`config.mk`:
```
export PLATFORM = sky130hd
export DESIGN_NAME = uart_rx_param
export DESIGN_NICKNAME = d
export VERILOG_FILES = /design/src/rtl/uart_rx_pkg.sv /design/src/rtl/rx_fifo.sv /design/src/rtl/uart_rx_param.sv
export SDC_FILE = /design/constraint.sdc
export NUM_CORES = 1
export LEC_CHECK = 0
export ABC_AREA = 1
export CAP_MARGIN = 30
export CORE_MARGIN = 2
export CORE_UTILIZATION = 35
export CTS_BUF_LIST = sky130_fd_sc_hd__clkbuf_4
export CTS_CLUSTER_DIAMETER = 200
export DETAILED_ROUTE_END_ITERATION = 16
export SYNTH_ARGS = -nofsm -noshare
export SYNTH_HDL_FRONTEND = slang
export SYNTH_SLANG_ARGS = --single-unit
```
`constraint.sdc`:
```
create_clock -name clk -period 2.14 [get_ports clk]
set_input_delay 0.321 -clock clk [delete_from_list [all_inputs] [get_ports clk]]
set_output_delay 0.321 -clock clk [all_outputs]
set_load 0.02 [all_outputs]
```
`src/rtl/uart_rx_pkg.sv`:
```
// Shared types and helpers for the parametrised UART receiver.
// The width localparams describe the default 8-bit, 10-clock configuration.
package uart_rx_pkg;

  typedef enum logic [2:0] {
    IDLE   = 3'd0,
    START  = 3'd1,
    DATA   = 3'd2,
    PARITY = 3'd3,
    STOP   = 3'd4,
    PUSH   = 3'd5,
    BREAK  = 3'd6
  } rx_state_t;

  localparam int unsigned DEF_CLKS_PER_BIT = 10;
  localparam int unsigned DEF_DATA_BITS    = 8;
  localparam int unsigned TIMER_W          = $clog2(DEF_CLKS_PER_BIT);
  localparam int unsigned BITCNT_W         = $clog2(DEF_DATA_BITS);
  localparam int unsigned MAX_DATA_BITS    = 9;

  // Returns 1 when the data word plus the received parity bit disagree with the selected sense.
  function automatic logic parity_calc(input logic [MAX_DATA_BITS-1:0] data,
                                       input logic                     par_bit,
                                       input logic                     odd);
    return (^data) ^ par_bit ^ odd;
  endfunction

endpackage

```
`src/rtl/rx_fifo.sv`:
```
// Synchronous show-ahead FIFO; head shows the oldest entry, or 0 when empty.
// A pop on a full FIFO frees the slot for a push on the same edge.
module rx_fifo #(
  parameter int WIDTH = 8,
  parameter int DEPTH = 4
) (
  input  logic                     clk,
  input  logic                     n_rst,
  input  logic                     push,
  input  logic                     pop,
  input  logic [WIDTH-1:0]         din,
  output logic                     full,
  output logic                     empty,
  output logic [$clog2(DEPTH):0]   count,
  output logic [WIDTH-1:0]         head
);

  localparam int P_W = $clog2(DEPTH);

  logic [WIDTH-1:0] mem [DEPTH];
  logic [P_W-1:0]   wr_ptr;
  logic [P_W-1:0]   rd_ptr;
  logic [P_W:0]     cnt;
  logic             do_push;
  logic             do_pop;

  assign empty   = (cnt == '0);
  assign full    = (cnt == (P_W+1)'(DEPTH));
  assign do_pop  = pop && !empty;
  assign do_push = push && (!full || do_pop);
  assign count   = cnt;
  assign head    = empty ? '0 : mem[rd_ptr];

  always_ff @(posedge clk) begin
    if (!n_rst) begin
      wr_ptr <= '0;
      rd_ptr <= '0;
      cnt    <= '0;
    end else begin
      if (do_push) wr_ptr <= wr_ptr + 1'b1;
      if (do_pop)  rd_ptr <= rd_ptr + 1'b1;
      unique case ({do_push, do_pop})
        2'b10:   cnt <= cnt + 1'b1;
        2'b01:   cnt <= cnt - 1'b1;
        default: cnt <= cnt;
      endcase
    end
  end

  always_ff @(posedge clk) begin
    if (n_rst && do_push) mem[wr_ptr] <= din;
  end

endmodule

```
`src/rtl/uart_rx_param.sv`:
```
// Oversampled UART receiver with optional parity, false-start rejection,
// break recovery and a show-ahead receive FIFO.
//
// state  | meaning
// IDLE   | line idle, watching for a falling edge
// START  | confirming the start bit at its mid-point
// DATA   | sampling payload bits, LSB first
// PARITY | sampling the parity bit
// STOP   | sampling the stop bit
// PUSH   | one-cycle decision: store frame or flag error
// BREAK  | line stuck low after a framing error, wait for idle
module uart_rx_param
  import uart_rx_pkg::*;
#(
  parameter int DATA_BITS    = 8,
  parameter int CLKS_PER_BIT = 10,
  parameter int PARITY_EN    = 0,
  parameter int PARITY_ODD   = 0,
  parameter int FIFO_DEPTH   = 4
) (
  input  logic                          clk,
  input  logic                          n_rst,
  input  logic                          serial_in,
  input  logic                          data_read,
  output logic [DATA_BITS-1:0]          rx_data,
  output logic                          data_ready,
  output logic [$clog2(FIFO_DEPTH):0]   fifo_count,
  output logic                          overrun_error,
  output logic                          framing_error,
  output logic                          parity_error
);

  localparam int T_W = $clog2(CLKS_PER_BIT);
  localparam int B_W = $clog2(DATA_BITS);
  localparam logic [T_W-1:0] T_MID  = T_W'(CLKS_PER_BIT/2 - 1);
  localparam logic [T_W-1:0] T_END  = T_W'(CLKS_PER_BIT - 1);
  localparam logic [B_W-1:0] B_LAST = B_W'(DATA_BITS - 1);

  rx_state_t            state;
  rx_state_t            state_nxt;
  logic                 sync1;
  logic                 sync2;
  logic                 line_prev;
  logic [T_W-1:0]       timer;
  logic [B_W-1:0]       bit_cnt;
  logic [DATA_BITS-1:0] shreg;
  logic                 par_bit;
  logic                 stop_bit;
  logic                 perr;
  logic                 tick_mid;
  logic                 tick_bit;
  logic                 push;
  logic                 pop;
  logic                 full;
  logic                 empty;

  assign tick_mid   = (timer == T_MID);
  assign tick_bit   = (timer == T_END);
  assign perr       = (PARITY_EN != 0) &&
                      parity_calc(MAX_DATA_BITS'(shreg), par_bit, 1'(PARITY_ODD));
  assign push       = (state == PUSH) && stop_bit && !perr;
  assign pop        = data_read && !empty;
  assign data_ready = !empty;

  always_comb begin
    state_nxt = state;
    unique case (state)
      IDLE:    if (line_prev && !sync2) state_nxt = START;
      START:   if (tick_mid) state_nxt = sync2 ? IDLE : DATA;
      DATA:    if (tick_bit && bit_cnt == B_LAST) state_nxt = (PARITY_EN != 0) ? PARITY : STOP;
      PARITY:  if (tick_bit) state_nxt = STOP;
      STOP:    if (tick_bit) state_nxt = PUSH;
      PUSH:    state_nxt = (!stop_bit && !sync2) ? BREAK : IDLE;
      BREAK:   if (sync2) state_nxt = IDLE;
      default: state_nxt = IDLE;
    endcase
  end

  always_ff @(posedge clk) begin
    if (!n_rst) begin
      sync1         <= 1'b1;
      sync2         <= 1'b1;
      line_prev     <= 1'b1;
      state         <= IDLE;
      timer         <= '0;
      bit_cnt       <= '0;
      shreg         <= '0;
      par_bit       <= 1'b0;
      stop_bit      <= 1'b0;
      framing_error <= 1'b0;
      parity_error  <= 1'b0;
      overrun_error <= 1'b0;
    end else begin
      sync1     <= serial_in;
      sync2     <= sync1;
      line_prev <= sync2;
      state     <= state_nxt;

      // Every state change restarts the bit timer, so each phase counts from its own entry.
      if (state != state_nxt || tick_bit) timer <= '0;
      else                                timer <= timer + 1'b1;

      if (state == START)                bit_cnt <= '0;
      else if (state == DATA && tick_bit) bit_cnt <= bit_cnt + 1'b1;

      if (state == DATA && tick_bit)   shreg    <= {sync2, shreg[DATA_BITS-1:1]};
      if (state == PARITY && tick_bit) par_bit  <= sync2;
      if (state == STOP && tick_bit)   stop_bit <= sync2;

      if (state == PUSH) begin
        framing_error <= !stop_bit;
        parity_error  <= perr;
      end

      if (push && full && !pop) overrun_error <= 1'b1;
      else if (pop)             overrun_error <= 1'b0;
    end
  end

  rx_fifo #(
    .WIDTH (DATA_BITS),
    .DEPTH (FIFO_DEPTH)
  ) u_fifo (
    .clk   (clk),
    .n_rst (n_rst),
    .push  (push),
    .pop   (pop),
    .din   (shreg),
    .full  (full),
    .empty (empty),
    .count (fifo_count),
    .head  (rx_data)
  );

endmodule

```
==> results.py, run 1 <==
metrics = {
    "sta": {
        "timing.final.ws_setup_ns": 0.1590,
        "post-route-period-util_pct": 92.57,
        "fmax_mhz": 504.8,
        "tns_ns": 0,
        "setup_violations": 0,
        "slew_violations": 0,
        "layout_min_cycle_time_ns": 1.981,
        "finalClockSkew_ns": 0.008689,
        "final_hold_viol_count": 0,
        "holdWs_ns": 0.4235,
    },
    "detailed_routing": {
        "routedWlPerCell_um": 11.80,
        "top_layer": "met4",
        "dr.pass1.iters": 4,
        "drtAntennaViolNets": 0,
        "routed_wl_um": 5123,
        "vias": 2015,
        "drt-met1-wl_um": 2494,
        "route.detailed.drc": 0,
        "drtIter0Drc": 125,
        "route.met3.wl_um": 144,
        "vias_per_cell": 4.643,
        "wl_met2_um": 2441,
    },
    "setup_path": {
        "critPathSlowestCell": "dfxtp_1",
        "worst_path_most_repeated_cell": "nor2_1",
        "reg2reg_to": "u_fifo.count[2]",
        "worstPathArrival_ns": 1.66,
        "crit_path_cell_trace": "buf_12 > nor2_1 > nor2_1 > o21ai_0 > a21oi_1 > dlygate4sd2_1",
        "r2r_setup_slack_ns": 0.23,
        "critPathKind": "reg2out",
        "reg2reg_depth": 10,
        "cp.required_ns": 1.82,
        "cp-end-kind": "primary output",
        "critPathLaunchType": "flip-flop",
        "worstReg2RegStart": "u_fifo.count[0]",
        "cp_max_fo": 17,
        "max_stage_delay_ns": 0.37,
    },
    "placement": {
        "place_congestion": 0.7856,
        "portBuffers": 17,
        "pre_cts_ws_ns": -0.03842,
        "dp_hpwl_um": 3436,
    },
    "floorplanning": {
        "core_area_um2": 7687,
        "ios": 19,
        "rows": 32,
        "start_util_pct": 35.94,
        "die_area_um2": 8620,
        "fp.dieH_um": 92.85,
        "dieWidth_um": 92.85,
    },
    "cts": {
        "clock_sinks": 65,
        "post_cts_buffers": 0,
        "cts_max_level": 3,
        "cts_hold_buffers": 0,
        "ctsLongestPathBuffers": 2,
        "cts_tree": "done",
        "path_clk_slew_ns": 0.11,
        "cts_buffers": 9,
        "cts_root_buf": "clkbuf_4",
        "clkLatencyLatePin_ns": 0.39,
    },
    "grt": {
        "grt_pass1_wl_um": 8756,
        "grt_max_degree": 18,
        "antenna_found_initial": 0,
        "globalRouteTotalUtil_pct": 13.16,
        "grt_pass1_vias": 1913,
        "overflow": 0,
    },
    "status": {
        "outcome": "finished clean",
    },
    "min_path": {
        "worstHoldStart": "sync1",
        "whs_endpoint": "sync2",
        "min_path_type": "reg2reg",
        "whs_path_depth": 1,
    },
    "finish": {
        "area_growth_pct": 18.70,
        "n_fill_cell": 800,
        "utilization_pct": 42.66,
        "n_antenna_cell": 0,
        "drive_above_1_share_pct": 15.36,
        "num-nets-final": 342,
    },
    "yosys": {
        "syn_nets": 309,
        "synth-warning-count": 0,
        "syn_avg_cell_area_um2": 9.397,
        "synth_seq_cells": 65,
        "synth_area_um2": 2763,
        "ys_types": 27,
        "ys_seq_area_share_pct": 58.70,
        "synthCells": 294,
    },
    "power": {
        "power-per-cell-area_nw_per_um2": 764.3,
        "ir_worst_vdd_mv": 0.3058,
        "leakage_nw": 1.311,
    },
    "run": {
        "cap_violations": 0,
    },
}
==> cells in the mapped netlist <==
library cell | number | area, um2
buf_1 | 1 | 3.750
inv_2 | 3 | 11.26
nand2_1 | 24 | 90.09
buf_6 | 1 | 11.26
nand3_1 | 4 | 20.02
xnor2_1 | 2 | 17.52
buf_4 | 2 | 15.01
xor2_1 | 1 | 8.760
nor3_4 | 1 | 16.27
nand2_2 | 1 | 6.260
or2_2 | 3 | 18.77
conb_1 | 1 | 3.750
dfxtp_1 | 33 | 660.6
buf_2 | 3 | 15.01
nor2_1 | 70 | 262.8
clkbuf_1 | 2 | 7.510
o21ai_0 | 35 | 175.2
a21oi_1 | 21 | 105.1
nor3_1 | 6 | 30.03
a31oi_1 | 1 | 6.260
edfxtp_1 | 32 | 960.9
nand4_1 | 3 | 18.77
inv_1 | 26 | 97.59
nand3_2 | 3 | 30.03
nor2_2 | 4 | 25.02
fa_1 | 1 | 20.02
ha_1 | 10 | 125.1
==> sequential cells by signal, summed over array words and instances, names as in the netlist, named ones only <==
| signal | flops |
|---|---|
| bit_cnt | 3 |
| line_prev | 1 |
| u_fifo.count | 3 |
| timer | 4 |
| shreg | 8 |
| overrun_error | 1 |
| sync1 | 1 |
| sync2 | 1 |
| u_fifo.rd_ptr | 2 |
| u_fifo.wr_ptr | 2 |
| framing_error | 1 |
| u_fifo.mem | 32 |
| stop_bit | 1 |
| state | 3 |
==> final cells by class <==
| type | count | area [um2] | area share, % |
|---|---|---|---|
| Timing Repair Buffer | 31 | 281.5 | 8.584 |
| Clock buffer | 9 | 67.56 | 2.060 |
| Sequential cell | 65 | 1629 | 49.68 |
| Tap cell | 102 | 127.6 | 3.892 |
| Multi-Input combinational cell | 191 | 991.0 | 30.22 |
| Inverter | 29 | 111.4 | 3.396 |
| Clock inverter | 7 | 71.32 | 2.175 |
==> power by group <==
group | internal, W | switching (W)
sequential | 0.00132 | 0.0000258
clock | 0.000354 | 0.000450
combinational | 0.000145 | 0.000217
==> worst max-delay path, delay by kind of cell (launching register included) <==
kind                   cells  cell delay, ns
buffers and inverters      2            0.51
and+or+nand+nor            2            0.13
DFF                        1            0.37
AOI/OAI and AO/OA          2            0.26
==> metal layers <==
metal / global-route usage, % / vias up
met5: 0 / -
met4: 6.985 / 0
met3: 3.092 / 4
met2: 21.56 / 34
met1: 16.06 / 936
li1: - / 1041
==> timing repair <==
item / in CTS / in global routing
resized for setup: 8 / 15
pin swaps: 0 / 1
hold endpoints to repair: 0 / 0
setup endpoints to repair: 8 / 4
==> worst max-delay path by stage <==
| stage | end | slack, ns | depth (start not counted) |
|---|---|---|---|
| after floorplan | u_fifo.count[2] | 0.07 | 11 |
| after global placement | u_fifo.count[2] | 0.01 | 11 |
| after detailed placement | u_fifo.count[2] | -0.04 | 11 |
| after CTS | data_ready | 0.02 | 4 |
| after global routing | u_fifo.count[2] | -0.006 | 11 |
| final | rx_data[2] | 0.16 | 6 |
==> through the flow <==
stage / instance area, um2 / total power, W / cells
after floorplan: 2763 / 0.001583 / 294
after global placement: 3126 / 0.001738 / 418
after detailed placement: 3126 / 0.001746 / 418
after CTS: 3254 / 0.002529 / 434
after global routing: 3279 / 0.002623 / 434
final: 3279 / 0.002507 / 434
==> cells by family (layout without fill, tap and decap cells) <==
| logic type | count (synthesis) | count (layout) | synth area share (%) |
|---|---|---|---|
| and+or+nand+nor | 119 | 119 | 18.75 |
| DFF | 65 | 65 | 58.70 |
| AOI/OAI and AO/OA | 57 | 57 | 10.37 |
| buffers and inverters | 38 | 76 | 5.842 |
| adders and majority gates | 11 | 11 | 5.254 |
| xor gates and xnor gates | 3 | 3 | 0.9513 |
| other | 1 | 1 | 0.1357 |
==> placed cells by master, fill, tap and decap left out, types with 7 or more instances in the layout <==
cell	instances
nor2_1	70
o21ai_0	32
edfxtp_1	32
dfxtp_1	29
inv_1	26
nand2_1	24
a21oi_1	20
buf_4	13
ha_1	10
clkbuf_4	9
clkdlybuf4s50_1	8
dlygate4sd2_1	7
(Power assumes the default switching activity.)
==> run 2: changes to the inputs <==
--- a/config.mk
+++ b/config.mk
@@ -12,6 +12,7 @@
 export CTS_BUF_LIST = sky130_fd_sc_hd__clkbuf_4
 export CTS_CLUSTER_DIAMETER = 200
 export DETAILED_ROUTE_END_ITERATION = 16
+export SKIP_LAST_GASP = 1
 export SYNTH_ARGS = -nofsm -noshare
 export SYNTH_HDL_FRONTEND = slang
 export SYNTH_SLANG_ARGS = --single-unit
==> constraint.sdc (replaced) <==
create_clock -name clk -period 1.8 [get_ports clk]
set_input_delay 0.27 -clock clk [delete_from_list [all_inputs] [get_ports clk]]
set_output_delay 0.27 -clock clk [all_outputs]
set_load 0.02 [all_outputs]
==> run 2 against run 1 <==
Compared with the run above:
- the flow now finishes with violations (negative setup slack)
- sequential power rose by 19%
- clock power increased by 16%
- sequential share of layout area is 2.7 points lower
- clock skew grew 0.0077 ns
- wire length rose by 3.9%
- cell count is 2.8% higher
- clock-buffer cell count stayed put
- worst setup slack worse by 0.22 ns
- combinational power rose by 68%
- register-to-register slack lost 0.29 ns
- largest power group unchanged
- highest routed layer unchanged
==> results.py, run 2 (synthesis results as in run 1) <==
metrics = {
    "status": {
        "outcome": "complete, but fails checks",
        "violations": "negative setup slack",
    },
    "setup_path": {
        "crit_start": "u_fifo.count[2]",
        "cp_max_fo": 3,
        "critPathLaunchType": "flip-flop",
        "cp-end-kind": "flip-flop",
        "critPathKind": "reg2reg",
        "max_stage_delay_ns": 0.37,
        "crit_path_cell_trace": "inv_2 > nor3_2 > a21oi_2 > inv_1 > ha_4 > inv_4 > fa_2 > a21oi_2 > o21ai_2 > o21ai_1 > a21oi_1",
        "cp.buffers_inverters": 3,
        "path_delay_family": "adder cells",
        "cp.required_ns": 2.08,
        "worst_path_most_repeated_cell": "a21oi_2",
        "worstPathArrival_ns": 2.14,
        "critPathSlowestCell": "dfxtp_4",
        "worstReg2RegStart": "u_fifo.count[2]",
    },
    "finish": {
        "num-nets-final": 354,
        "final_area_um2": 3471,
        "n_antenna_cell": 0,
        "instances_no_fill": 446,
        "area_growth_pct": 25.63,
        "reg_top3": "u_fifo.mem: 32 flops, shreg: 8 flops, timer: 4 flops",
        "layout_common_cells": "nor2_1, edfxtp_1, o21ai_0, dfxtp_1",
        "regMostFlops": "u_fifo.mem",
        "drive_above_1_share_pct": 25.00,
        "largest_reg_flops": 32,
        "layout_commonest_cell": "nor2_1",
    },
    "cts": {
        "path_clk_slew_ns": 0.10,
        "cts_buffers": 9,
        "clkLatencyLatePin_ns": 0.40,
        "clock_sinks": 65,
        "cts_hold_buffers": 0,
        "ctsLongestPathBuffers": 2,
        "cts_root_buf": "clkbuf_4",
        "cts_max_level": 3,
        "cts_tree": "done",
    },
    "detailed_routing": {
        "drt-met1-wl_um": 2464,
        "dr.pass1.iters": 4,
        "drtAntennaViolNets": 0,
        "routed_wl_um": 5323,
        "drtIter0Drc": 104,
        "route.met3.wl_um": 221,
        "wl_met2_um": 2607,
        "top_layer": "met4",
        "route.detailed.drc": 0,
        "routedWlPerCell_um": 11.93,
        "vias": 2032,
        "vias_per_cell": 4.556,
    },
    "floorplanning": {
        "rows": 32,
        "ios": 19,
        "start_util_pct": 35.94,
        "fp.dieH_um": 92.85,
        "dieWidth_um": 92.85,
        "die_area_um2": 8620,
        "core_area_um2": 7687,
    },
    "sta": {
        "tns_ns": -0.08598,
        "final_hold_viol_count": 0,
        "slew_violations": 0,
        "timing.final.ws_setup_ns": -0.05821,
        "finalClockSkew_ns": 0.01640,
        "fmax_mhz": 538.2,
        "setup_violations": 4,
        "post-route-period-util_pct": 103.2,
        "layout_min_cycle_time_ns": 1.858,
        "grt_setup_unrepaired": "true",
    },
    "grt": {
        "grt_pass1_vias": 2016,
        "globalRouteTotalUtil_pct": 13.67,
        "antenna_found_initial": 0,
        "grt_max_degree": 17,
        "grt_pass1_wl_um": 9183,
        "overflow": 0,
    },
    "power": {
        "power-per-cell-area_nw_per_um2": 904.8,
        "ir_worst_vdd_mv": 0.5253,
        "leakage_nw": 1.352,
        "power_w": 0.003140,
    },
    "run": {
        "cap_violations": 0,
    },
    "placement": {
        "dp_hpwl_um": 3658,
        "dp.cells": 426,
        "dpl_cell_area_um2": 3203,
        "portBuffers": 17,
        "place_congestion": 0.7846,
        "pre_cts_ws_ns": -0.1917,
    },
    "min_path": {
        "worstHoldStart": "sync1",
        "min_path_type": "reg2reg",
    },
}
run 2: cell types whose count changed in the layout (fill, tap and decap cells not counted), sizes merged:
cell / previous run / this run
dlymetal6s2s: 1 / 0
clkdlybuf4s50: 8 / 7
buf: 14 / 35
dlygate4sd2: 7 / 1
clkdlybuf4s15: 1 / 0
run 2: report_power, final:
group	switching [W]	leakage [nW]	internal (W)
sequential	0.0000332	0.566	0.00157
clock	0.000514	0.0695	0.000420
combinational	0.000320	0.716	0.000287
run 2: layer usage:
| layer | up-vias | global-route usage (%) |
|---|---|---|
| met1 | 938 | 15.87 |
| li1 | 1057 | - |
| met4 | 0 | 3.799 |
| met3 | 2 | 5.126 |
| met5 | - | 0 |
| met2 | 35 | 23.61 |
run 2: path summary, 6_finish.rpt:
| path | to | cells after the start | slack, ns |
|---|---|---|---|
| setup / recovery | u_fifo.count[2] | 11 | -0.06 |
| hold / removal | sync2 | 1 | 0.42 |
| setup reg to reg | u_fifo.count[2] | 11 | -0.06 |
| hold reg to reg | sync2 | 1 | 0.42 |
run 2: final cells by class:
type	count	area (um2)
clock buffer	9	67.56
clock inverter	7	71.32
fill	756	4217
inverter	29	111.4
multi-input combinational	191	1072
sequential	65	1632
tap	102	127.6
timing repair buffer	43	389.1
run 2: what timing repair did:
item / in CTS / in global routing
endpoints found under the hold margin: 0 / 0
pin swaps: 2 / 2
setup endpoints to repair: 11 / 10
setup buffers: 2 / 2
resized for setup: 48 / 31
run 2: per-stage QoR:
stage | hold WS, ns | utilization (%)
finish | 0.4234 | 45.15
detailed placement | 0.3998 | 41.67
global placement | 0.4068 | 41.67
floorplan | 0.3766 | -
global route | 0.4257 | 45.15
CTS | 0.4170 | 43.57
